### src/rtl/iigs_ram_arbiter.sv
// Shares the IIgs main-RAM port between the CPU bus and the video scanner, one access at a time.
// Optional CPU starvation guard: define IIGS_ARB_STARVE_GUARD_EN.
module iigs_ram_arbiter #(
  parameter int ADDR_W     = 24,
  parameter int RAM_LAT    = 2,
  parameter int STARVE_MAX = 8
) (
  input  logic              clk_sys,
  input  logic              reset,
  input  logic              cpu_req,
  input  logic              cpu_we,
  input  logic [ADDR_W-1:0] cpu_addr,
  input  logic [7:0]        cpu_wdata,
  output logic [7:0]        cpu_rdata,
  output logic              cpu_ack,
  input  logic              vid_req,
  input  logic [ADDR_W-1:0] vid_addr,
  output logic [7:0]        vid_rdata,
  output logic              vid_ack,
  output logic              ram_en,
  output logic              ram_we,
  output logic [ADDR_W-1:0] ram_addr,
  output logic [7:0]        ram_wdata,
  input  logic [7:0]        ram_rdata
);

  localparam int CNT_W = $clog2(RAM_LAT + 1);

  if (RAM_LAT < 1 || STARVE_MAX < 1 || STARVE_MAX > 15) begin : g_param_check
    $error("iigs_ram_arbiter: RAM_LAT must be >= 1 and STARVE_MAX within 1..15");
  end

  typedef enum logic [1:0] {S_IDLE, S_ISSUE, S_WAIT, S_ACK} state_t;

  state_t              state_reg;
  logic [CNT_W-1:0]    wait_cnt_reg;
  logic                sel_cpu_reg;
  logic                sel_we_reg;

  logic                cpu_pend_reg;
  logic                cpu_we_reg;
  logic [ADDR_W-1:0]   cpu_addr_reg;
  logic [7:0]          cpu_wdata_reg;
  logic                vid_pend_reg;
  logic [ADDR_W-1:0]   vid_addr_reg;

  logic                arb_phase;
  logic                cpu_avail;
  logic                vid_avail;
  logic                cpu_first;
  logic                grant_cpu;
  logic                grant_vid;
  logic                cpu_we_sel;
  logic [ADDR_W-1:0]   cpu_addr_sel;
  logic [7:0]          cpu_wdata_sel;
  logic [ADDR_W-1:0]   vid_addr_sel;

  // A strobe in the arbitration cycle competes directly, bypassing its empty slot.
  assign arb_phase     = (state_reg == S_IDLE) || (state_reg == S_ACK);
  assign cpu_avail     = cpu_pend_reg | cpu_req;
  assign vid_avail     = vid_pend_reg | vid_req;
  assign cpu_we_sel    = cpu_pend_reg ? cpu_we_reg    : cpu_we;
  assign cpu_addr_sel  = cpu_pend_reg ? cpu_addr_reg  : cpu_addr;
  assign cpu_wdata_sel = cpu_pend_reg ? cpu_wdata_reg : cpu_wdata;
  assign vid_addr_sel  = vid_pend_reg ? vid_addr_reg  : vid_addr;

`ifdef IIGS_ARB_STARVE_GUARD_EN
  logic [3:0] starve_cnt_reg;

  always_ff @(posedge clk_sys or posedge reset) begin
    if (reset) begin
      starve_cnt_reg <= 4'd0;
    end else if (grant_cpu) begin
      starve_cnt_reg <= 4'd0;
    end else if (cpu_avail && starve_cnt_reg != 4'hF) begin
      starve_cnt_reg <= starve_cnt_reg + 4'd1;
    end
  end

  assign cpu_first = cpu_avail && (starve_cnt_reg >= 4'(STARVE_MAX));
`else
  assign cpu_first = 1'b0;
`endif

  assign grant_vid = arb_phase & vid_avail & ~cpu_first;
  assign grant_cpu = arb_phase & cpu_avail & ~grant_vid;

  always_ff @(posedge clk_sys or posedge reset) begin
    if (reset) begin
      state_reg     <= S_IDLE;
      wait_cnt_reg  <= '0;
      sel_cpu_reg   <= 1'b0;
      sel_we_reg    <= 1'b0;
      cpu_pend_reg  <= 1'b0;
      cpu_we_reg    <= 1'b0;
      cpu_addr_reg  <= '0;
      cpu_wdata_reg <= 8'd0;
      vid_pend_reg  <= 1'b0;
      vid_addr_reg  <= '0;
      cpu_rdata     <= 8'd0;
      cpu_ack       <= 1'b0;
      vid_rdata     <= 8'd0;
      vid_ack       <= 1'b0;
      ram_en        <= 1'b0;
      ram_we        <= 1'b0;
      ram_addr      <= '0;
      ram_wdata     <= 8'd0;
    end else begin
      ram_en  <= 1'b0;
      cpu_ack <= 1'b0;
      vid_ack <= 1'b0;

      // Slots clear at grant; a strobe into an occupied slot is dropped.
      if (grant_cpu) begin
        cpu_pend_reg <= 1'b0;
      end else if (cpu_req && !cpu_pend_reg) begin
        cpu_pend_reg  <= 1'b1;
        cpu_we_reg    <= cpu_we;
        cpu_addr_reg  <= cpu_addr;
        cpu_wdata_reg <= cpu_wdata;
      end

      if (grant_vid) begin
        vid_pend_reg <= 1'b0;
      end else if (vid_req && !vid_pend_reg) begin
        vid_pend_reg <= 1'b1;
        vid_addr_reg <= vid_addr;
      end

      case (state_reg)
        S_IDLE, S_ACK: begin
          if (grant_vid || grant_cpu) begin
            state_reg   <= S_ISSUE;
            ram_en      <= 1'b1;
            sel_cpu_reg <= grant_cpu;
            if (grant_cpu) begin
              ram_addr   <= cpu_addr_sel;
              ram_we     <= cpu_we_sel;
              ram_wdata  <= cpu_wdata_sel;
              sel_we_reg <= cpu_we_sel;
            end else begin
              ram_addr   <= vid_addr_sel;
              ram_we     <= 1'b0;
              sel_we_reg <= 1'b0;
            end
          end else begin
            state_reg <= S_IDLE;
          end
        end
        S_ISSUE: begin
          state_reg    <= S_WAIT;
          wait_cnt_reg <= CNT_W'(RAM_LAT - 1);
        end
        S_WAIT: begin
          if (wait_cnt_reg == '0) begin
            state_reg <= S_ACK;
            if (sel_cpu_reg) begin
              cpu_ack <= 1'b1;
              if (!sel_we_reg) begin
                cpu_rdata <= ram_rdata;
              end
            end else begin
              vid_ack   <= 1'b1;
              vid_rdata <= ram_rdata;
            end
          end else begin
            wait_cnt_reg <= wait_cnt_reg - CNT_W'(1);
          end
        end
        default: state_reg <= S_IDLE;
      endcase
    end
  end

endmodule

### config.mk
export PLATFORM = sky130hd
export DESIGN_NAME = iigs_ram_arbiter
export DESIGN_NICKNAME = d
export VERILOG_FILES = /design/src/rtl/iigs_ram_arbiter.sv
export SDC_FILE = /design/constraint.sdc
export NUM_CORES = 1
export LEC_CHECK = 0
export CAP_MARGIN = 30
export CORE_ASPECT_RATIO = 2
export CORE_MARGIN = 5
export CORE_UTILIZATION = 51
export CTS_BUF_LIST = sky130_fd_sc_hd__clkbuf_16
export DETAILED_ROUTE_END_ITERATION = 6
export PLACE_DENSITY = 0.85
export SLEW_MARGIN = 15
export SYNTH_ARGS = -nofsm -noshare
export SYNTH_HDL_FRONTEND = slang
export SYNTH_SLANG_ARGS = --single-unit
### constraint.sdc
create_clock -name clk_sys -period 4.26 [get_ports clk_sys]
set_input_delay 0.426 -clock clk_sys [delete_from_list [all_inputs] [get_ports clk_sys]]
set_output_delay 0.426 -clock clk_sys [all_outputs]
set_load 0.03 [all_outputs]
Yosys cells after proc, flatten, opt, wreduce, memory -nomap -nowiden
Cells that the tools add are included.
Word-level totals
  ROM bits: 0
  logic and storage cells: 74
  output and inout port bits: 52
  memories kept: 0
  input port bits: 69
  latch bits: 0
  bits in registers: 116
  memory bits (writable): 0
Operators by class
  equal/unequal tests: 5
  divide/modulo/power cells: 0
  muxes and demuxes: 23
  order comparisons: 0
  $add $sub $neg: 1
  reductions and logical operators: 19
  $mul: 0
  bitwise operators: 9
  shifts and indexed selects: 0
Operators by type and width (count)
  $mux 24: 3
  $mux 1: 15
  $mux 8: 1
  $reduce_and 2->1: 4
  $pmux 2 s3: 1
  $reduce_and 3->1: 2
  $reduce_bool 2->1: 3
  $eq 2x2->1 const B: 2
  $logic_not 2->1: 2
  $mux 2: 2
  $ne 2x2->1 const B: 2
  $not 1->1: 4
  $pmux 2 s2: 1
  $reduce_and 4->1: 1
  $and 1x1->1: 3
  $eq 2x1->1 const B: 1
  $logic_and 1x1->1: 2
  $logic_not 1->1: 2
  $logic_or 1x1->1: 2
  $or 1x1->1: 2
  $reduce_or 2->1: 1
  $sub 2x1->2 const B: 1

Depth between registers and ports, before layout
  depth in word-level cells: 8
  mapped depth: 7
  mapped depth without buffers: 5

Worst setup path after synthesis
OpenSTA, ideal clock, no wires.
  path kind: reg-to-reg
  from: reg state_reg[0]
  to: reg cpu_addr_reg[0]
  path buffers: 2
  arrival: 1.830 ns
  path slack: 2.305 ns
  required time: 4.135 ns
  cell stages (with the launch flop): 8
  period minus slack after synthesis: 1.955 ns
  path through: dfrtp_1 inv_1 ha_1 buf_6 nor3b_4 nor3b_4 buf_6 mux2_4
On the way
  cells in the longest elaborated chain, start to end: 7
  elaborated cells on any way between the ends: 9
  those cells by class: eq/ne (1); bitwise (5); reduce/logical (3)
Ends and longest elaborated chain
  start, declared: line 35  | state_t state_reg;
  start signal, assigned: line 90  | state_reg <= S_IDLE;
  start signal, assigned: line 133  | state_reg <= S_ISSUE;
  start signal, assigned: line 147  | state_reg <= S_IDLE;
  $eq 2x2->1 or $logic_not 2->1 (tied branches): line 59  | assign arb_phase = (state_reg == S_IDLE) || (state_reg == S_ACK);
  $logic_or 1x1->1 (*): line 59
  $and 1x1->1: line 85  | assign grant_vid = arb_phase & vid_avail & ~cpu_first;
  $not 1->1 (no source line)
  $and 1x1->1 (*): line 86  | assign grant_cpu = arb_phase & cpu_avail & ~grant_vid;
  $not 1->1 (no source line) (*)
  $reduce_and 2->1 (no source line) (*)
  end signal, assigned: line 119  | cpu_addr_reg <= cpu_addr;
  end, declared: line 42  | logic [ADDR_W-1:0] cpu_addr_reg;
Mark *: on every way between the ends. The rest lies on a longest branch, timed or not.
A chain may end at the register's enable or synchronous reset.

Worst setup path in the final report
  from: reg state_reg[0]
  to: reg cpu_addr_reg[23]
The elaborated chain is that of the path after synthesis.

==> flow_summary.toml <==
[logic_synthesis]
ys.warnings.count = 0
synth-edff-count = 0
synth_area_per_cell_um2 = 13.0
synth_area_mm2 = 0.00561
netlist-cell-type-count = 35
synthCells = 432
ys_seq_area_frac = 0.518
dominantRegCellSynth = "dfrtp_1"
syn_nets = 505
ys_ff_latch = 116
synthArstFlopShare = 1.00

[cts]
clockRootBuffer = "clkbuf_16"
cts-resized-gates = 0
cts.htree.levels = 4
holdBufCountCts = 0
clkLatencyLatePin_ns = 0.41
clk_pin_slew_ns = 0.05
cts_buffers = 17
clock_path_buffers = 2
cts_setup_buffers = 0
cts.sinks = 116
cts_tree = "done"

[timing]
setup_viol = 0
drv_slew = 0
fmax_ghz = 0.383
hold_viol = 0
rsz0062_at_grt = "false"
setup_tns_ns = 0
fin_hold_ws_ns = 0.452
worst_slew_pin_slew_ns = 0.804
fin_crit_sh = 0.613
fin_crit_ns = 2.61
slew_headroom = 0.464
fin_skew_ns = 0.00720

[route]
drt_wl_total_um = 14000
drc = 0
wl_per_cell_um = 20.1
vias = 4014
vias_per_cell = 5.74
drt_iter0_drc = 248
drt_first_pass_iters = 4
antenna_left = 0

[floorplan]
fp.dieW_um = 84.1
dieArea_mm2 = 0.0133
core_mm2 = 0.0109
start_util = 0.516
die_y_um = 158
ios = 121
rows = 54

[worst_hold_path]
hold_class = "input pin to asynchronous set/reset pin"

[global_routing]
grt_pass1_vias = 4311
gr-total-overflow = 0
grt_max_degree = 55
grt_pass1_wl_um = 22300
antenna_found_initial = 0
grt.total_usage = 0.215

[cells_and_area]
fin_area_mm2 = 0.00741
multiInputGateArea_mm2 = 0.00246
syn2layout_area_growth_pct = 32.2
regArea_mm2 = 0.00291
drive_above_1_share = 0.234
nNetsFinal = 619
layout_commonest_cell = "clkdlybuf4s50_1"
final_util = 0.681
most-common-layout-cells = "clkdlybuf4s50_1 (120), dfrtp_1 (114), nor2b_1 (48), mux2_2 (45), mux2_4 (30)"
fillCellCount = 720
antenna_cells = 0

[critical_path]
end_kind = "flop"
path_class = "flop to flop"
cp-start-kind = "flop"
path_cells = "inv_1 > ha_1 > nor3b_4 > nor3b_4 > buf_12 > mux2_2"
required_ns = 4.55
cp_max_fo = 24
crit_path_frequent_cell = "nor3b_4"
cpPeakStageDelay_ns = 0.68
slowest_stage = "nor3b_4"
crit_arrival_ns = 2.90

[placement]
gp_congestion = 0.855
hpwlAfterDp_um = 9610
port_buffers = 120
placed_area_mm2 = 0.00685

[job]
max_cap_violations = 0

[power]
ir_drop_mv = 0.469
p_per_area_mw_per_mm2 = 867
p_leak_uw = 0.00306

[outcome]
status = "finished clean"
-- cell type report --
cell class,instances,area share
timing repair buffer,129,0.177
clock inverter,15,0.0133
tap,140,0.0236
sequential,116,0.392
clock buffer,17,0.0574
inverter,8,0.00439
multi-input combinational,274,0.333
-- synthesized netlist by cell type (3+ instances only) --
cell type / count / area share
dfrtp_1: 116 / 0.52
nor2b_1: 48 / 0.054
mux2_2: 45 / 0.090
mux2_4: 30 / 0.080
nand2_1: 25 / 0.017
a221oi_1: 24 / 0.037
o31ai_1: 24 / 0.032
a21oi_1: 18 / 0.016
a211oi_1: 11 / 0.015
clkbuf_1: 11 / 0.0074
buf_4: 10 / 0.013
mux2i_1: 10 / 0.018
inv_1: 8 / 0.0054
a2111oi_2: 7 / 0.019
nor2_1: 6 / 0.0040
buf_2: 5 / 0.0045
buf_6: 5 / 0.010
a2111oi_0: 4 / 0.0062
ha_1: 4 / 0.0089
nor3b_4: 3 / 0.010
-- worst max-delay path: cells and delay by family (launching register included) --
family | cells | cell delay, ns
simple gates | 2 | 0.92
fa+ha+maj | 1 | 0.45
flops | 1 | 0.37
buf+inv | 2 | 0.37
mux | 1 | 0.36
-- metal layers --
metal  share of wire  GRT usage  vias up
met4           0.029     0.0989        0
li1                -          -     1810
met5               0          0        -
met2            0.52      0.369      157
met3           0.058     0.0508       29
met1            0.39      0.255     2018
-- where the power goes --
group	switching (uW)	leakage, uW	internal (uW)
combinational	1660	0.00141	1450
clock	485	0.000263	780
sequential	382	0.00138	1670
-- metrics by stage --
| stage | std cells | total power, uW | worst slack [ns] |
|---|---|---|---|
| 2_1_floorplan | 432 | 4200 | 0.762 |
| 3_3_place_gp | 664 | 4960 | 1.64 |
| 3_5_place_dp | 665 | 5120 | 1.60 |
| 4_1_cts | 697 | 6420 | 1.63 |
| 5_1_grt | 699 | 6750 | 1.56 |
| 6_report | 699 | 6430 | 1.65 |
-- final timing paths --
kind | depth (start not counted) | from | slack [ns] | to
max in group asynchronous | 3 | reset | 2.87 | sel_cpu_reg$_DFFE_PP0P_
hold reg to reg | 2 | ram_addr[9]$_DFFE_PP0P_ | 0.48 | ram_addr[9]$_DFFE_PP0P_
setup / recovery | 6 | state_reg[0]$_DFFE_PP0P_ | 1.65 | cpu_addr_reg[23]$_DFFE_PP0P_
setup reg to reg | 6 | state_reg[0]$_DFFE_PP0P_ | 1.65 | cpu_addr_reg[23]$_DFFE_PP0P_
hold / removal | 2 | reset | 0.45 | ram_addr[8]$_DFFE_PP0P_
min in group clk_sys | 2 | ram_addr[9]$_DFFE_PP0P_ | 0.48 | ram_addr[9]$_DFFE_PP0P_
-- cells by family after synthesis --
| family | Yosys count | synth area share |
|---|---|---|
| DFF | 116 | 0.518 |
| AOI/OAI and AO/OA | 95 | 0.146 |
| and+or+nand+nor | 90 | 0.0957 |
| muxes | 85 | 0.189 |
| buffers and inverters | 42 | 0.0433 |
| adders and majority gates | 4 | 0.00892 |
No activity file was read; power rests on OpenSTA's default activity.
